File: config.mk
export PLATFORM = sky130hd
export DESIGN_NAME = wallace_mul_seq
export DESIGN_NICKNAME = d
export VERILOG_FILES = /design/src/rtl/wallace_mul_seq.sv
export SDC_FILE = /design/constraint.sdc
export NUM_CORES = 1
export LEC_CHECK = 0
export ABC_AREA = 1
export ABC_CLOCK_PERIOD_IN_PS = 2100
export CAP_MARGIN = 20
export CORE_MARGIN = 2
export CORE_UTILIZATION = 55
export CTS_CLUSTER_DIAMETER = 100
export DETAILED_ROUTE_END_ITERATION = 7
export PLACE_DENSITY = 0.88
export SYNTH_ARGS = -nofsm -noshare
export SYNTH_HDL_FRONTEND = slang
export SYNTH_SLANG_ARGS = --single-unit
File: constraint.sdc
create_clock -name clk -period 2.1 [get_ports clk]
set_input_delay 0.63 -clock clk [delete_from_list [all_inputs] [get_ports clk]]
set_output_delay 0.63 -clock clk [all_outputs]
set_load 0.02 [all_outputs]
File: src/rtl/wallace_mul_seq.sv
// Sequencer for a 2W x 2W unsigned multiply. It time-shares one external W x W core
// over four partial-product passes and accumulates the passes into a 4W-bit result.
module wallace_mul_seq #(
  parameter int W = 8
) (
  input  logic           clk,
  input  logic           rst_n,
  input  logic           req_valid,
  output logic           req_ready,
  input  logic [2*W-1:0] req_a,
  input  logic [2*W-1:0] req_b,
  output logic [W-1:0]   core_a,
  output logic [W-1:0]   core_b,
  input  logic [2*W-1:0] core_p,
  output logic           rsp_valid,
  input  logic           rsp_ready,
  output logic [4*W-1:0] rsp_p,
  output logic           busy
);

  typedef enum logic [2:0] {IDLE, P0, P1, P2, P3, DONE} state_t;

  state_t         state, state_nxt;
  logic [2*W-1:0] ra, rb;
  logic [4*W-1:0] acc, acc_nxt, rsp_q;
  logic [4*W-1:0] pp_mid, pp_hi;
  logic           accept;

  assign accept    = req_valid && req_ready;
  assign req_ready = (state == IDLE);
  assign busy      = (state != IDLE);
  assign rsp_valid = (state == DONE);
  assign rsp_p     = rsp_q;

  // Cross terms land at bit W; the high x high term lands at bit 2W.
  assign pp_mid = {{W{1'b0}}, core_p, {W{1'b0}}};
  assign pp_hi  = {core_p, {(2*W){1'b0}}};

  always_comb begin
    state_nxt = state;
    acc_nxt   = acc;
    core_a    = '0;
    core_b    = '0;
    case (state)
      IDLE: begin
        if (accept) begin
          if (req_a == '0 || req_b == '0) begin
            acc_nxt   = '0;
            state_nxt = DONE;
          end else begin
            state_nxt = P0;
          end
        end
      end
      P0: begin
        core_a    = ra[W-1:0];
        core_b    = rb[W-1:0];
        acc_nxt   = {{(2*W){1'b0}}, core_p};
        state_nxt = P1;
      end
      P1: begin
        core_a    = ra[W-1:0];
        core_b    = rb[2*W-1:W];
        acc_nxt   = acc + pp_mid;
        state_nxt = P2;
      end
      P2: begin
        core_a    = ra[2*W-1:W];
        core_b    = rb[W-1:0];
        acc_nxt   = acc + pp_mid;
        state_nxt = P3;
      end
      P3: begin
        core_a    = ra[2*W-1:W];
        core_b    = rb[2*W-1:W];
        acc_nxt   = acc + pp_hi;
        state_nxt = DONE;
      end
      DONE: begin
        if (rsp_ready) state_nxt = IDLE;
      end
      default: state_nxt = IDLE;
    endcase
  end

  always_ff @(posedge clk or negedge rst_n) begin
    if (!rst_n) begin
      state <= IDLE;
      ra    <= '0;
      rb    <= '0;
      acc   <= '0;
      rsp_q <= '0;
    end else begin
      state <= state_nxt;
      acc   <= acc_nxt;
      if (accept) begin
        ra <= req_a;
        rb <= req_b;
      end
      // Response register only moves on entry to DONE, so it holds through stalls and IDLE.
      if (state != DONE && state_nxt == DONE) rsp_q <= acc_nxt;
    end
  end

endmodule

==> impl_metrics.tcl, run 1 <==
set metrics [dict create \
    outcome "finished with violations" \
    violations "setup timing" \
    fp.dieW_um 112 \
    gp_congestion 1.01 \
    vdd_drop_max_uv 1000 \
    cp_slowest_cell "dfrtp_2" \
    antenna_found_initial 0 \
    grt_pass1_vias 7396 \
    tritoncts "built" \
    yosys-top-cells-count "nand2_1, inv_1, dfrtp_1" \
    critPathMaxStageDelay_ns 0.46 \
    period_needed_ns 2.39 \
    nFillCells 684 \
    core_area_um2 11400 \
    worst-setup-path-type "reg -> out" \
    htree_levels 3 \
    antenna_cells 0 \
    synth_most_common_cell "nand2_1" \
    fp.dieArea_um2 12600 \
    synthArstFlopShare 1.00 \
    numPortBuffers 102 \
    synthTopCellsByArea "dfrtp_1, nand2_1, inv_1" \
    worst-path-buf-inv 4 \
    ys_ff_latch 99 \
    io_pins 103 \
    relSlewSlack 0.597 \
    fin_skew_ns 0.00971 \
    finalCritPeriodShare 1.14 \
    ys_types 32 \
    via_count 7581 \
    final_core_util 0.828 \
    start_util 0.564 \
    clock.fmax_mhz 419 \
    worst-r2r-cell-count 12 \
    worst_slack_ns -0.289 \
    holdBufCountCts 0 \
    grt_usage 0.361 \
    synthFlopType "dfrtp_1" \
    synth.largest_area_cell "dfrtp_1" \
    hpwl_mm 15.8 \
    cp_data_arrival_time_ns 1.76 \
    cp-end-kind "primary output" \
    syn2layout_area_growth_pct 46.6 \
    synth_edf_count 0 \
    reg2reg_setup_slack_ns -0.05 \
    hp-class "in -> async" \
    root_buffer "clkbuf_16" \
    rsz0062_at_grt "true" \
    leakage_nw 4.97 \
    syn_area_per_cell_um2 6.81 \
    clkTransAtPathRegs_ns 0.08 \
    hold_violations 0 \
    die_height_um 112 \
    drive_gt1_frac 0.251 \
    ys_warn_count 0 \
    syn_nets 1031 \
    drc 0 \
    synthCells 946 \
    yosysTopAreaCellShare 0.384 \
    r2r_end "acc[30]$_DFF_PN0_" \
    fin_nets 1263 \
    drtAntennaViolNets 0 \
    cp.required_ns 1.47 \
    startpoint_type "flip-flop" \
    routed_via_density 5.72 \
    yosysSeqAreaShare 0.384 \
    cts_buffers 9 \
    worst_pin_slew_ns 0.598 \
    setup_viol 20 \
    row_count 39 \
    totalWireLength_mm 23.7 \
    critPathTopFamily "buffers and inverters" \
    power_density_nw_per_um2 1580 \
    grt_max_degree 62 \
    clock_latency_ns 0.36 \
    critPathMostFrequentCell "inv_2" \
    hold_slack_ns 0.225 \
    grt.overflow.total 0 \
    reg2reg_from "acc[23]$_DFF_PN0_" \
    drt_iter0_markers 829 \
    cp_max_fo 8 \
    cap_violations 0 \
    dr.pass1.iters 6 \
    grt_pass1_wl_mm 35.8 \
    routedWlPerCell_um 17.9 \
    drv_slew 0 \
    syn_area_um2 6440 \
    worstPathCellList "inv_2 > nor2_4 > inv_2 > o21ai_2 > buf_6 > nand2_2 > o21ai_1 > buf_4" \
    cts_sinks 99 \
    clock_path_buffers 2 \
]
[layout by cell type (no fill, tap or decap), types with 23 or more instances in the layout]
cell type,netlist,final
clkdlybuf4s50_1,0,66
buf_4,0,128
dfrtp_1,99,96
ha_4,0,24
nand2_1,373,352
nor2_1,54,49
nand4_1,27,27
a21oi_1,39,33
nand3_1,59,51
buf_6,3,23
o21ai_0,61,51
inv_1,135,128
[where the power goes]
| group | leakage [nW] | switching, W | internal [W] |
|---|---|---|---|
| combinational | 3.59 | 0.00548 | 0.00424 |
| sequential | 1.24 | 0.000768 | 0.00280 |
| clock | 0.147 | 0.000845 | 0.000839 |
[worst register-to-register path, stage by stage, from the launching register on]
cell     delay (ns)
dfrtp_1        0.47
ha_4           0.34
buf_4          0.12
nand2_1        0.07
inv_1          0.08
nand2_1        0.06
inv_1          0.11
and2_1         0.16
nand2_1        0.12
nand2_1        0.13
nand2_1        0.10
nand3_2        0.13
nand4_1        0.13
[how the worst max path moves through the flow]
stage                       start                 to  slack (ns)  depth (start not counted)
2_1_floorplan  state[2]$_DFF_PN0_          core_b[0]        0.02                          4
3_3_place_gp            core_p[5]  acc[29]$_DFF_PN0_       -0.57                         12
3_5_place_dp            core_p[0]  acc[26]$_DFF_PN0_       -0.64                         14
4_1_cts        state[0]$_DFF_PN0_          core_b[4]       -0.18                          8
5_1_grt        state[1]$_DFF_PN0_          core_b[5]       -0.36                          8
6_report       state[1]$_DFF_PN0_          core_b[5]       -0.29                          8
[flip-flops by register name, summed over array words and instances (netlist names)]
| signal | cells |
|---|---|
| acc | 32 |
| rsp_p | 32 |
| ra | 16 |
| rb | 16 |
| state | 3 |
[through the flow]
| step | std cells | setup TNS (ns) | area [µm²] | worst slack [ns] | power (W) |
|---|---|---|---|---|---|
| after global placement | 1289 | -25.15 | 8450 | -0.569 | 0.0113 |
| after detailed placement | 1289 | -28.71 | 8450 | -0.642 | 0.0115 |
| after global routing | 1326 | -5.84 | 9450 | -0.361 | 0.0158 |
| after floorplan | 946 | 0 | 6440 | 0.0183 | 0.00782 |
| after CTS | 1320 | -2.83 | 9110 | -0.184 | 0.0138 |
| final | 1326 | -4.17 | 9450 | -0.289 | 0.0150 |
[area by class of cell]
class,instances,area [µm²],area share
multi-input cells,692,3920,0.415
flip-flops and latches,99,2480,0.263
repair buffers,237,2050,0.217
inverters,139,524,0.0555
clock buffers,9,225,0.0238
well taps,143,179,0.0189
clock inverters,7,70.1,0.00742
[metal layers]
metal	global-route usage	vias to the layer above	wire length [µm]
met4	0.272	0	1870
met3	0.0718	132	2040
met2	0.606	458	11500
met5	0	-	0
li1	-	3485	-
met1	0.405	3506	8360
[timing repair]
item                                    4_1_cts  5_1_grt
gates resized for setup                     181      107
cloned                                        0        2
setup buffers                                16        7
pin swaps                                    11       13
endpoints found under the setup margin       51       54
[logic make-up after synthesis]
group | synth area share
simple gates | 0.349
buf+inv | 0.0940
compound gates | 0.103
flops | 0.384
fa+ha+maj | 0.0664
xor+xnor | 0.00272
(Power assumes the default switching activity.)
==> inputs of run 2 (changes only) <==
==> constraint.sdc (replaced) <==
create_clock -name clk -period 2.1 [get_ports clk]
set_input_delay 0.63 -clock clk [delete_from_list [all_inputs] [get_ports clk]]
set_output_delay 0.63 -clock clk [all_outputs]
set_load 0.01 [all_outputs]
==> impl_metrics.tcl, run 2 (synthesized netlist as in run 1, its figures left out) <==
set metrics [dict create \
    outcome "finished with violations" \
    violations "setup timing" \
    clock_path_buffers 2 \
    multi_input_area_um2 3910 \
    io_pins 103 \
    worst_pin_slew_ns 0.599 \
    netSwitchingPower_w 0.00635 \
    root_buffer "clkbuf_16" \
    hold_slack_ns 0.256 \
    holdBufCountCts 0 \
    critPathTopFamily "flip-flops" \
    seq_area_um2 2480 \
    via_count 7249 \
    cp-end-kind "primary output" \
    final_common_cell "nand2_1" \
    combPwrFrac 0.628 \
    setup_viol 18 \
    cap_violations 0 \
    drv_slew 0 \
    die_height_um 112 \
    start_util 0.564 \
    routedWlPerCell_um 17.0 \
    fp.dieW_um 112 \
    fp.dieArea_um2 12600 \
    grt_pass1_vias 7071 \
    core_area_um2 11400 \
    fin_skew_ns 0.00955 \
    grt.overflow.total 0 \
    rsz0062_at_grt "true" \
    clkTransAtPathRegs_ns 0.07 \
    critPathMaxStageDelay_ns 0.49 \
    htree_levels 3 \
    cp_data_arrival_time_ns 1.66 \
    vdd_drop_max_uv 814 \
    hp-class "in -> async" \
    finalCritPeriodShare 1.09 \
    drt_iter0_markers 677 \
    dr.pass1.iters 5 \
    finalPower_w 0.0139 \
    worst-path-buf-inv 3 \
    clockPowerShare 0.117 \
    syn2layout_area_growth_pct 43.5 \
    p_seq_frac 0.255 \
    dp_slack_ns -0.634 \
    grt_usage 0.345 \
    place_area_um2 8440 \
    fin_nets 1250 \
    leakage_nw 4.82 \
    grt_pass1_wl_mm 34.5 \
    drc 0 \
    p_int_w 0.00752 \
    numPortBuffers 102 \
    hpwl_mm 16.0 \
    power_density_nw_per_um2 1500 \
    cp_slowest_cell "dfrtp_2" \
    drive_gt1_frac 0.227 \
    drtAntennaViolNets 0 \
    cp.required_ns 1.47 \
    cts_buffers 9 \
    clock.fmax_mhz 436 \
    grt_max_degree 62 \
    mostFrequentLayoutCells "nand2_1, inv_1, buf_4" \
    p_sw_frac 0.458 \
    gp_congestion 1.03 \
    worst-setup-path-type "reg -> out" \
    clock_latency_ns 0.36 \
    antenna_found_initial 0 \
    antenna_cells 0 \
    period_needed_ns 2.29 \
    cts_sinks 99 \
    startpoint_type "flip-flop" \
    finalInstanceArea_um2 9250 \
    nFillCells 738 \
    routed_via_density 5.52 \
    hold_violations 0 \
    cp_max_fo 8 \
    totalWireLength_mm 22.3 \
    tritoncts "built" \
    worst_slack_ns -0.193 \
    worstPathCellList "nor2_4 > inv_1 > o21ai_2 > buf_6 > nand2_1 > o21ai_1 > buf_2" \
    relSlewSlack 0.596 \
    row_count 39 \
]
-- run 2: final cells by class --
type                       instances  share of cell area
multi-input combinational        692               0.422
sequential                        99               0.268
timing repair buffer             224               0.203
inverter                         139              0.0570
clock buffer                      10              0.0248
tap                              143              0.0193
clock inverter                     6             0.00528
-- run 2: stage by stage --
step / instances / TNS (ns) / util
final: 1313 / -2.69 / 0.810
after global routing: 1313 / -4.25 / 0.810
after CTS: 1310 / -2.57 / 0.782
after detailed placement: 1288 / -27.80 / 0.739
after global placement: 1288 / -23.49 / 0.739
after floorplan: 946 / 0 / -
-- run 2: power groups by stage --
stage,combinational [W],sequential [W],clock [W]
2_1_floorplan,0.00399,0.00344,0
3_3_place_gp,0.00749,0.00338,0
3_5_place_dp,0.00770,0.00342,0
4_1_cts,0.00796,0.00346,0.00160
5_1_grt,0.00945,0.00362,0.00170
6_report,0.00871,0.00353,0.00162
-- run 2: final timing paths --
path / startpoint / endpoint / slack (ns) / cells after the start
worst max-delay path: state[2]$_DFF_PN0_ / core_b[7] / -0.19 / 7
worst min-delay path: rst_n / acc[12]$_DFF_PN0_ / 0.26 / 1
worst max register to register: acc[16]$_DFF_PN0_ / acc[26]$_DFF_PN0_ / 0.06 / 13
worst min register to register: rsp_p[3]$_DFFE_PN0P_ / rsp_p[3]$_DFFE_PN0P_ / 0.47 / 2
max in group asynchronous: rst_n / acc[21]$_DFF_PN0_ / 1.27 / 2
min in group clk: rsp_p[3]$_DFFE_PN0P_ / rsp_p[3]$_DFFE_PN0P_ / 0.47 / 2
-- run 2: what timing repair did --
action | in CTS | in global routing
pin swaps | 11 | 12
setup buffers | 6 | 3
resized for setup | 144 | 83
gates cloned | 1 | 0
endpoints found under the setup margin | 50 | 57
-- run 2: per-layer routing --
metal / global-route usage / part of all wire / routed length (µm)
met5: 0 / 0 / 0
met4: 0.222 / 0.077 / 1710
met3: 0.0659 / 0.078 / 1730
met2: 0.590 / 0.48 / 10800
met1: 0.397 / 0.36 / 8120
